`src/rtl/count_req_scheduler.sv`:
```
// count_req_scheduler
//   Round-robin scheduler that shares one WIDTH-bit up/down counter between
//   NREQ requesters. Each requester asks for a single +1 or -1 step. One
//   request is granted per three-cycle slot (IDLE -> ISSUE -> SETTLE). A step
//   that would wrap the counter is refused (NACKed), and the counter is left
//   untouched.
//
// Ports
//   clk       in   1      clock, rising edge
//   reset     in   1      synchronous, active-low reset
//   req       in   NREQ   per-requester step request, level, held until gnt
//   dir       in   NREQ   per-requester direction: 1 = up, 0 = down
//   count_in  in   WIDTH  current value of the shared counter
//   gnt       out  NREQ   one-hot 1-cycle pulse: request consumed
//   nack      out  1      with gnt: step refused (saturation)
//   enable    out  1      to counter: step enable
//   up_en     out  1      to counter: count up
//   down_en   out  1      to counter: count down
//   busy      out  1      high in ISSUE and SETTLE
//
// All outputs are registered.

module count_req_scheduler #(
   parameter int NREQ  = 4,
   parameter int WIDTH = 4
) (
   input  logic             clk,
   input  logic             reset,
   input  logic [NREQ-1:0]  req,
   input  logic [NREQ-1:0]  dir,
   input  logic [WIDTH-1:0] count_in,
   output logic [NREQ-1:0]  gnt,
   output logic             nack,
   output logic             enable,
   output logic             up_en,
   output logic             down_en,
   output logic             busy
);

   localparam int PW = (NREQ > 1) ? $clog2(NREQ) : 1;
   localparam logic [WIDTH-1:0] MAXV = {WIDTH{1'b1}};

   localparam logic [1:0] S_IDLE   = 2'd0;
   localparam logic [1:0] S_ISSUE  = 2'd1;
   localparam logic [1:0] S_SETTLE = 2'd2;

   logic [1:0]    state;
   logic [PW-1:0] ptr;
   logic [PW-1:0] win;

   logic          sel_found;
   logic [PW-1:0] sel_idx;
   logic          sel_dir;
   logic          sel_sat;
   logic [PW:0]   scan_sum;
   logic [PW-1:0] scan_idx;

   // Round-robin search: the first asserted request found when scanning
   // upward from ptr, wrapping at NREQ. One extra bit on the sum keeps
   // ptr+i from overflowing before the modulo-NREQ correction.
   always_comb begin
      sel_found = 1'b0;
      sel_idx   = '0;
      scan_sum  = '0;
      scan_idx  = '0;
      for (int i = 0; i < NREQ; i++) begin
         scan_sum = {1'b0, ptr} + (PW+1)'(i);
         if (scan_sum >= (PW+1)'(NREQ)) begin
            scan_sum = scan_sum - (PW+1)'(NREQ);
         end
         scan_idx = scan_sum[PW-1:0];
         if (!sel_found && req[scan_idx]) begin
            sel_found = 1'b1;
            sel_idx   = scan_idx;
         end
      end
      sel_dir = dir[sel_idx];
      sel_sat = sel_dir ? (count_in == MAXV) : (count_in == '0);
   end

   // The winner, its direction and the saturation verdict are captured at the
   // arbitration edge directly into the output strobes. The strobes are then
   // high for exactly the ISSUE cycle. The pointer advances when ISSUE ends,
   // so a reset during ISSUE leaves the pointer at zero.
   always_ff @(posedge clk) begin
      if (!reset) begin
         state   <= S_IDLE;
         ptr     <= '0;
         win     <= '0;
         gnt     <= '0;
         nack    <= 1'b0;
         enable  <= 1'b0;
         up_en   <= 1'b0;
         down_en <= 1'b0;
         busy    <= 1'b0;
      end else begin
         case (state)
            S_IDLE: begin
               if (sel_found) begin
                  win     <= sel_idx;
                  gnt     <= NREQ'(1) << sel_idx;
                  nack    <= sel_sat;
                  enable  <= ~sel_sat;
                  up_en   <= ~sel_sat & sel_dir;
                  down_en <= ~sel_sat & ~sel_dir;
                  busy    <= 1'b1;
                  state   <= S_ISSUE;
               end
            end
            S_ISSUE: begin
               gnt     <= '0;
               nack    <= 1'b0;
               enable  <= 1'b0;
               up_en   <= 1'b0;
               down_en <= 1'b0;
               ptr     <= (win == PW'(NREQ-1)) ? '0 : win + 1'b1;
               state   <= S_SETTLE;
            end
            S_SETTLE: begin
               busy  <= 1'b0;
               state <= S_IDLE;
            end
            default: begin
               gnt     <= '0;
               nack    <= 1'b0;
               enable  <= 1'b0;
               up_en   <= 1'b0;
               down_en <= 1'b0;
               busy    <= 1'b0;
               state   <= S_IDLE;
            end
         endcase
      end
   end

endmodule
```
`config.mk`:
```
export PLATFORM = sky130hd
export DESIGN_NAME = count_req_scheduler
export DESIGN_NICKNAME = d
export VERILOG_FILES = /design/src/rtl/count_req_scheduler.sv
export SDC_FILE = /design/constraint.sdc
export NUM_CORES = 1
export LEC_CHECK = 0
export BUFFER_PORTS_ARGS = -buffer_cell sky130_fd_sc_hd__buf_4
export CORE_AREA = 2 2 46 48
export CTS_BUF_LIST = sky130_fd_sc_hd__clkbuf_4
export DETAILED_ROUTE_END_ITERATION = 8
export DIE_AREA = 0 0 48 50
export PLACE_DENSITY_LB_ADDON = 0.25
export SETUP_SLACK_MARGIN = 0.05
export SLEW_MARGIN = 20
export SYNTH_ARGS = -nofsm -noshare
export SYNTH_HDL_FRONTEND = slang
export SYNTH_SLANG_ARGS = --single-unit
```
`constraint.sdc`:
```
create_clock -name clk -period 2.5 [get_ports clk]
set_input_delay 0.5 -clock clk [delete_from_list [all_inputs] [get_ports clk]]
set_output_delay 0.5 -clock clk [all_outputs]
set_load 0.03 [all_outputs]
```
* Word-level counts from Yosys, hierarchy flattened
Cells that the tools add are included.
Operators by class: equal/unequal tests 5, multiply operators 0, reduce and logical (&&, ||, !) cells 11, mux-type cells 38, add/sub/neg operators 8, shifts and indexed selects 1, $lt $le $gt $ge 9, divide/modulo/power cells 0, bitwise logic cells 6
Operators with widths (count):
- 2-bit 2-to-1 mux | 10
- 2-bit by 3-bit < comparator with 1-bit output (second input constant) | 5
- 1-bit 2-to-1 mux | 15
- 1-bit binary-select mux with 2-bit select | 5
- 1-bit case mux with 2 select lines | 5
- 3-bit greater-or-equal comparator (second input constant) | 3
- 4-bit case mux with 2 select lines | 1
- 2-bit by 1-bit subtractor with 2-bit output (second input constant) | 4
- 2-bit by 2-bit adder with 3-bit output (second input constant) | 2
- 2-bit AND reduction | 3
- 2-bit equality test (second input constant) | 2
- 4-bit equality test (second input constant) | 1
- 4-bit zero test | 1
- 4-bit 2-to-1 mux | 1
- 1-bit NOT | 4
- 2-bit case mux with 2 select lines | 1
- 1-bit by 2-bit << shifter with 4-bit output (first input constant) | 1
- 2-bit by 1-bit adder with 3-bit output (second input constant) | 1
- 2-bit by 3-bit greater-or-equal comparator with 1-bit output (second input constant) | 1
- 1-bit logical AND | 3
- 1-bit zero test | 3
- 2-bit by 1-bit adder with 2-bit output (second input constant) | 1
- 1-bit bitwise AND | 2
- 2-bit by 1-bit equality test with 1-bit output (second input constant) | 1
- other kinds (2) | 2
Word-level totals: word-level logic and storage cells 87, bits in latches 0, ROM bits 0, RAM bits 0, memories 0, output and inout bits 9, bits in registers 15

* Depth between registers and ports, before layout
depth in word-level cells 21, gate-level depth with buffers 6

* Worst setup path before layout
No wires, ideal clock.
kind input -> register, start in req[2], end reg enable, required time 2.378 ns, setup slack 0.570 ns, library setup time 0.122 ns, buffers on the path 0, stages 6, arrival 1.808 ns, cells stage by stage mux2i_1 -> o22ai_2 -> nor2_4 -> mux2i_1 -> mux2_4 -> a221o_1
Between the ends: longest elaborated chain between the ends 18
Ends and longest elaborated chain:
- start, declared | RTL line 29 | input logic [NREQ-1:0] req,
- 1-bit binary-select mux with 2-bit select | RTL line 72 | if (!sel_found && req[scan_idx]) begin
- 1-bit 2-to-1 mux (not written as such) | RTL line 72
- 1-bit 2-to-1 mux | RTL line 72
- 1-bit zero test | RTL line 72
- 1-bit logical AND | RTL line 72
- 1-bit 2-to-1 mux | RTL line 72
- 1-bit zero test | RTL line 72
- 1-bit logical AND | RTL line 72
- [2 not listed]
- 1-bit logical AND | RTL line 72
- 2-bit 2-to-1 mux | RTL line 72
- 1-bit binary-select mux with 2-bit select | RTL line 77 | sel_dir = dir[sel_idx];
- 1-bit 2-to-1 mux (not written as such) | RTL line 77
- 1-bit 2-to-1 mux | RTL line 78 | sel_sat = sel_dir ? (count_in == MAXV) : (count_in == '0);
- 1-bit NOT | RTL line 103 | enable <= ~sel_sat;
- 1-bit 2-to-1 mux | RTL line 99 | if (sel_found) begin
- 1-bit case mux with 2 select lines | RTL line 97 | case (state)
- end signal, assigned | RTL line 103
- end, declared | RTL line 34 | output logic enable,
Several ways; a longest one is shown, not always the timed one. The select of a mux whose other input is x is not followed. A chain may end at the register's enable or synchronous reset.

* Worst setup path in the final report
start reg ptr[1], end reg enable
Between the ends: longest elaborated chain between the ends 20
Ends and longest elaborated chain:
- start, declared | RTL line 48 | logic [PW-1:0] ptr;
- start signal, assigned | RTL line 116 | ptr <= (win == PW'(NREQ-1)) ? '0 : win + 1'b1;
- parallel branches: the longest is 20 deep, another holds 2-bit by 1-bit adder with 3-bit output
Several ways; the timed one is not identified. The select of a mux whose other input is x is not followed.

==> summary.txt <==
Run status
  • Status: finished, final reports clean

Finish
  • Leading cell type in the layout, fill and taps excluded: buf_4
  • Layout cells sized above 1: 0.308
  • Final core utilization: 0.503
  • Nets: 120
  • ANT cells: 0
  • Area growth syn-to-layout: 32.1%
  • Most frequent cells in the layout: buf_4 (23), dfxtp_1 (15), nand2_1 (11)

Timing
  • Final hold viol count: 0
  • RSZ-0062 raised after global routing: no
  • Hold slack: 462 ps
  • Worst Tran Pin Value: 468 ps
  • Fin crit period: 2080 ps
  • Tcrit/Tclk final: 0.833
  • Final Max Tran Viols: 0
  • Final Worst Setup Slack: 418 ps
  • Final TNS setup: 0 ps
  • Relative slew slack: 0.687
  • Clock skew: 1.82 ps
  • Fmax: 0.480 GHz
  • Final setup violating endpoints: 0

Clocking
  • Clk slew on worst S/H paths: 80 ps
  • # H-tree levels: 1
  • Hold Buf Count CTS: 0
  • # resized after CTS: 0
  • Setup Fix Bufs, Post-CTS: 0
  • Worst-Skew Late Latency: 280 ps
  • Num Clock Sinks: 15
  • Num CTS Buffers: 3
  • Root buffer cell: clkbuf_4
  • CTS max path bufs: 2
  • CTS tree: yes

Routing
  • Vias: 640
  • ANT nets after route: 0
  • Final wirelength: 1.54 mm
  • Drt wl/cell: 11.7 um
  • Drt initial violations: 9
  • First-pass DRT Iterations: 4
  • Via/cell ratio: 4.89
  • Detailed-route DRC error count: 0

Placed design
  • Global placer's final weighted congestion: 0.691
  • Port-buffer cells: 22
  • Pre-CTS setup slack: 319 ps
  • Hpwl dp: 1.19 mm

GRT
  • Pin count of the biggest net entering global routing: 10
  • Initial antenna violation count: 0
  • All-Layer GR Usage: 0.153
  • First-pass GRT wire length: 2.66 mm
  • Grt ovf: 0
  • Number of global-route vias before repair: 624

Logic synthesis
  • Sequential area share after synthesis: 0.415
  • Synth cell types: 26
  • Yosys Warn Count: 0
  • Yosys reg bits: 15
  • Mapped Area: 724 um2
  • Mean Syn Cell Area: 9.29 um2
  • Cells after Synth: 78
  • Syn nets: 93

Flow run
  • Max_cap viols: 0

Die
  • Die Height: 50 um
  • Starting density of the core: 0.381
  • Full die area: 2400 um2
  • Io pins: 23
  • Rows: 16
  • Core Area: 1900 um2
  • Die extent in x: 48 um

Power
  • Total power: 0.000574 W
  • PD cells: 600 nW/um2
  • Maximum vdd drop: 0.000422 V
  • Static Leak: 0.421 nW

Critical path
  • Max FO, Critical Path: 6
  • Arrival @ worst endpoint: 2260 ps
  • Cell count of the worst reg-to-reg path: 6
  • Crit path launch: ptr[1]$_SDFFE_PN0N_
  • CP Capture Type: flip-flop
  • RR Startpoint: ptr[1]$_SDFFE_PN0N_
  • RR Endpoint: enable$_SDFFE_PN0P_
  • Reg2reg setup slack: 420 ps
  • Worst Path Class, Setup: flip-flop to flip-flop
  • Crit start category: flip-flop
  • Worst path required time: 2670 ps

Worst hold path
  • Worst Hold Class: flip-flop to flip-flop
  • Hold Path Origin: gnt[2]$_SDFFE_PN0P_
  • Hold-critical path depth: 2
  • Hold Path End: gnt[2]$_SDFFE_PN0P_
-- routing by layer --
metal / vias up / part of all wire / track usage
li1: 332 / - / -
met1: 291 / 0.46 / 0.199
met5: - / 0 / 0
met4: 0 / 0.0091 / 0.0405
met2: 15 / 0.48 / 0.236
met3: 2 / 0.050 / 0.0549
-- registers in the layout, summed over array words and instances (netlist names) --
signal and count:
up_en 1, state 2, enable 1, down_en 1, nack 1, win 2, ptr 2, busy 1
gnt 4
-- metrics by stage --
step	instance area, um2	cells
global route	957	131
CTS	957	131
finish	957	131
global placement	927	127
floorplan	724	78
detailed placement	927	127
-- worst max-delay path: stages, from the launching register on --
cell and delay (ps):
dfxtp_1 450, mux2i_1 260, o22ai_2 140, nor2_4 160, mux2i_1 300, mux2_4 340
a221o_1 330
-- cells by family (layout without fill, tap and decap cells) --
family | Yosys count | in the layout | share of synthesized area
muxes | 9 | 9 | 0.133
adders and majority gates | 1 | 1 | 0.0173
AOI/OAI and AO/OA | 18 | 18 | 0.176
and+or+nand+nor | 31 | 31 | 0.238
DFF | 15 | 15 | 0.415
buffers and inverters | 4 | 30 | 0.0207
-- synthesized netlist by cell type (all sizes together) --
cell type,count,area share
nor3,1,0.0069
o22ai,1,0.017
o21ai,5,0.035
inv,3,0.016
and3,1,0.0086
ha,1,0.017
clkbuf,1,0.0052
and3b,1,0.012
mux2i,7,0.097
o41ai,1,0.022
and2,2,0.017
or4,1,0.010
nand2b,2,0.017
a32o,2,0.028
mux2,2,0.036
nor2,4,0.031
nand4,1,0.0086
a21oi,7,0.048
a221o,1,0.014
nand2,11,0.057
dfxtp,15,0.41
nor3b,1,0.017
o221ai,1,0.012
nor2b,6,0.052
-- area by class of cell --
type | count | area (um2)
Tap cell | 27 | 33.8
Inverter | 3 | 11.3
Clock buffer | 4 | 30.0
Sequential cell | 15 | 300
Timing Repair Buffer | 23 | 173
Fill cell | 203 | 945
Multi-Input combinational cell | 59 | 409
-- how the worst max path moves through the flow --
stage | endpoint | slack (ps) | depth (start not counted)
global placement | enable$_SDFFE_PN0P_ | 380 | 7
finish | enable$_SDFFE_PN0P_ | 420 | 6
global route | enable$_SDFFE_PN0P_ | 310 | 6
detailed placement | enable$_SDFFE_PN0P_ | 320 | 7
floorplan | enable$_SDFFE_PN0P_ | 570 | 6
CTS | enable$_SDFFE_PN0P_ | 440 | 6
-- report_power, final --
part           internal, W  leakage (nW)  switching, W
combinational    0.0000690         0.279     0.0000837
clock            0.0000727        0.0184     0.0000728
sequential        0.000261         0.123     0.0000149
No activity file was read; power rests on OpenSTA's default activity.
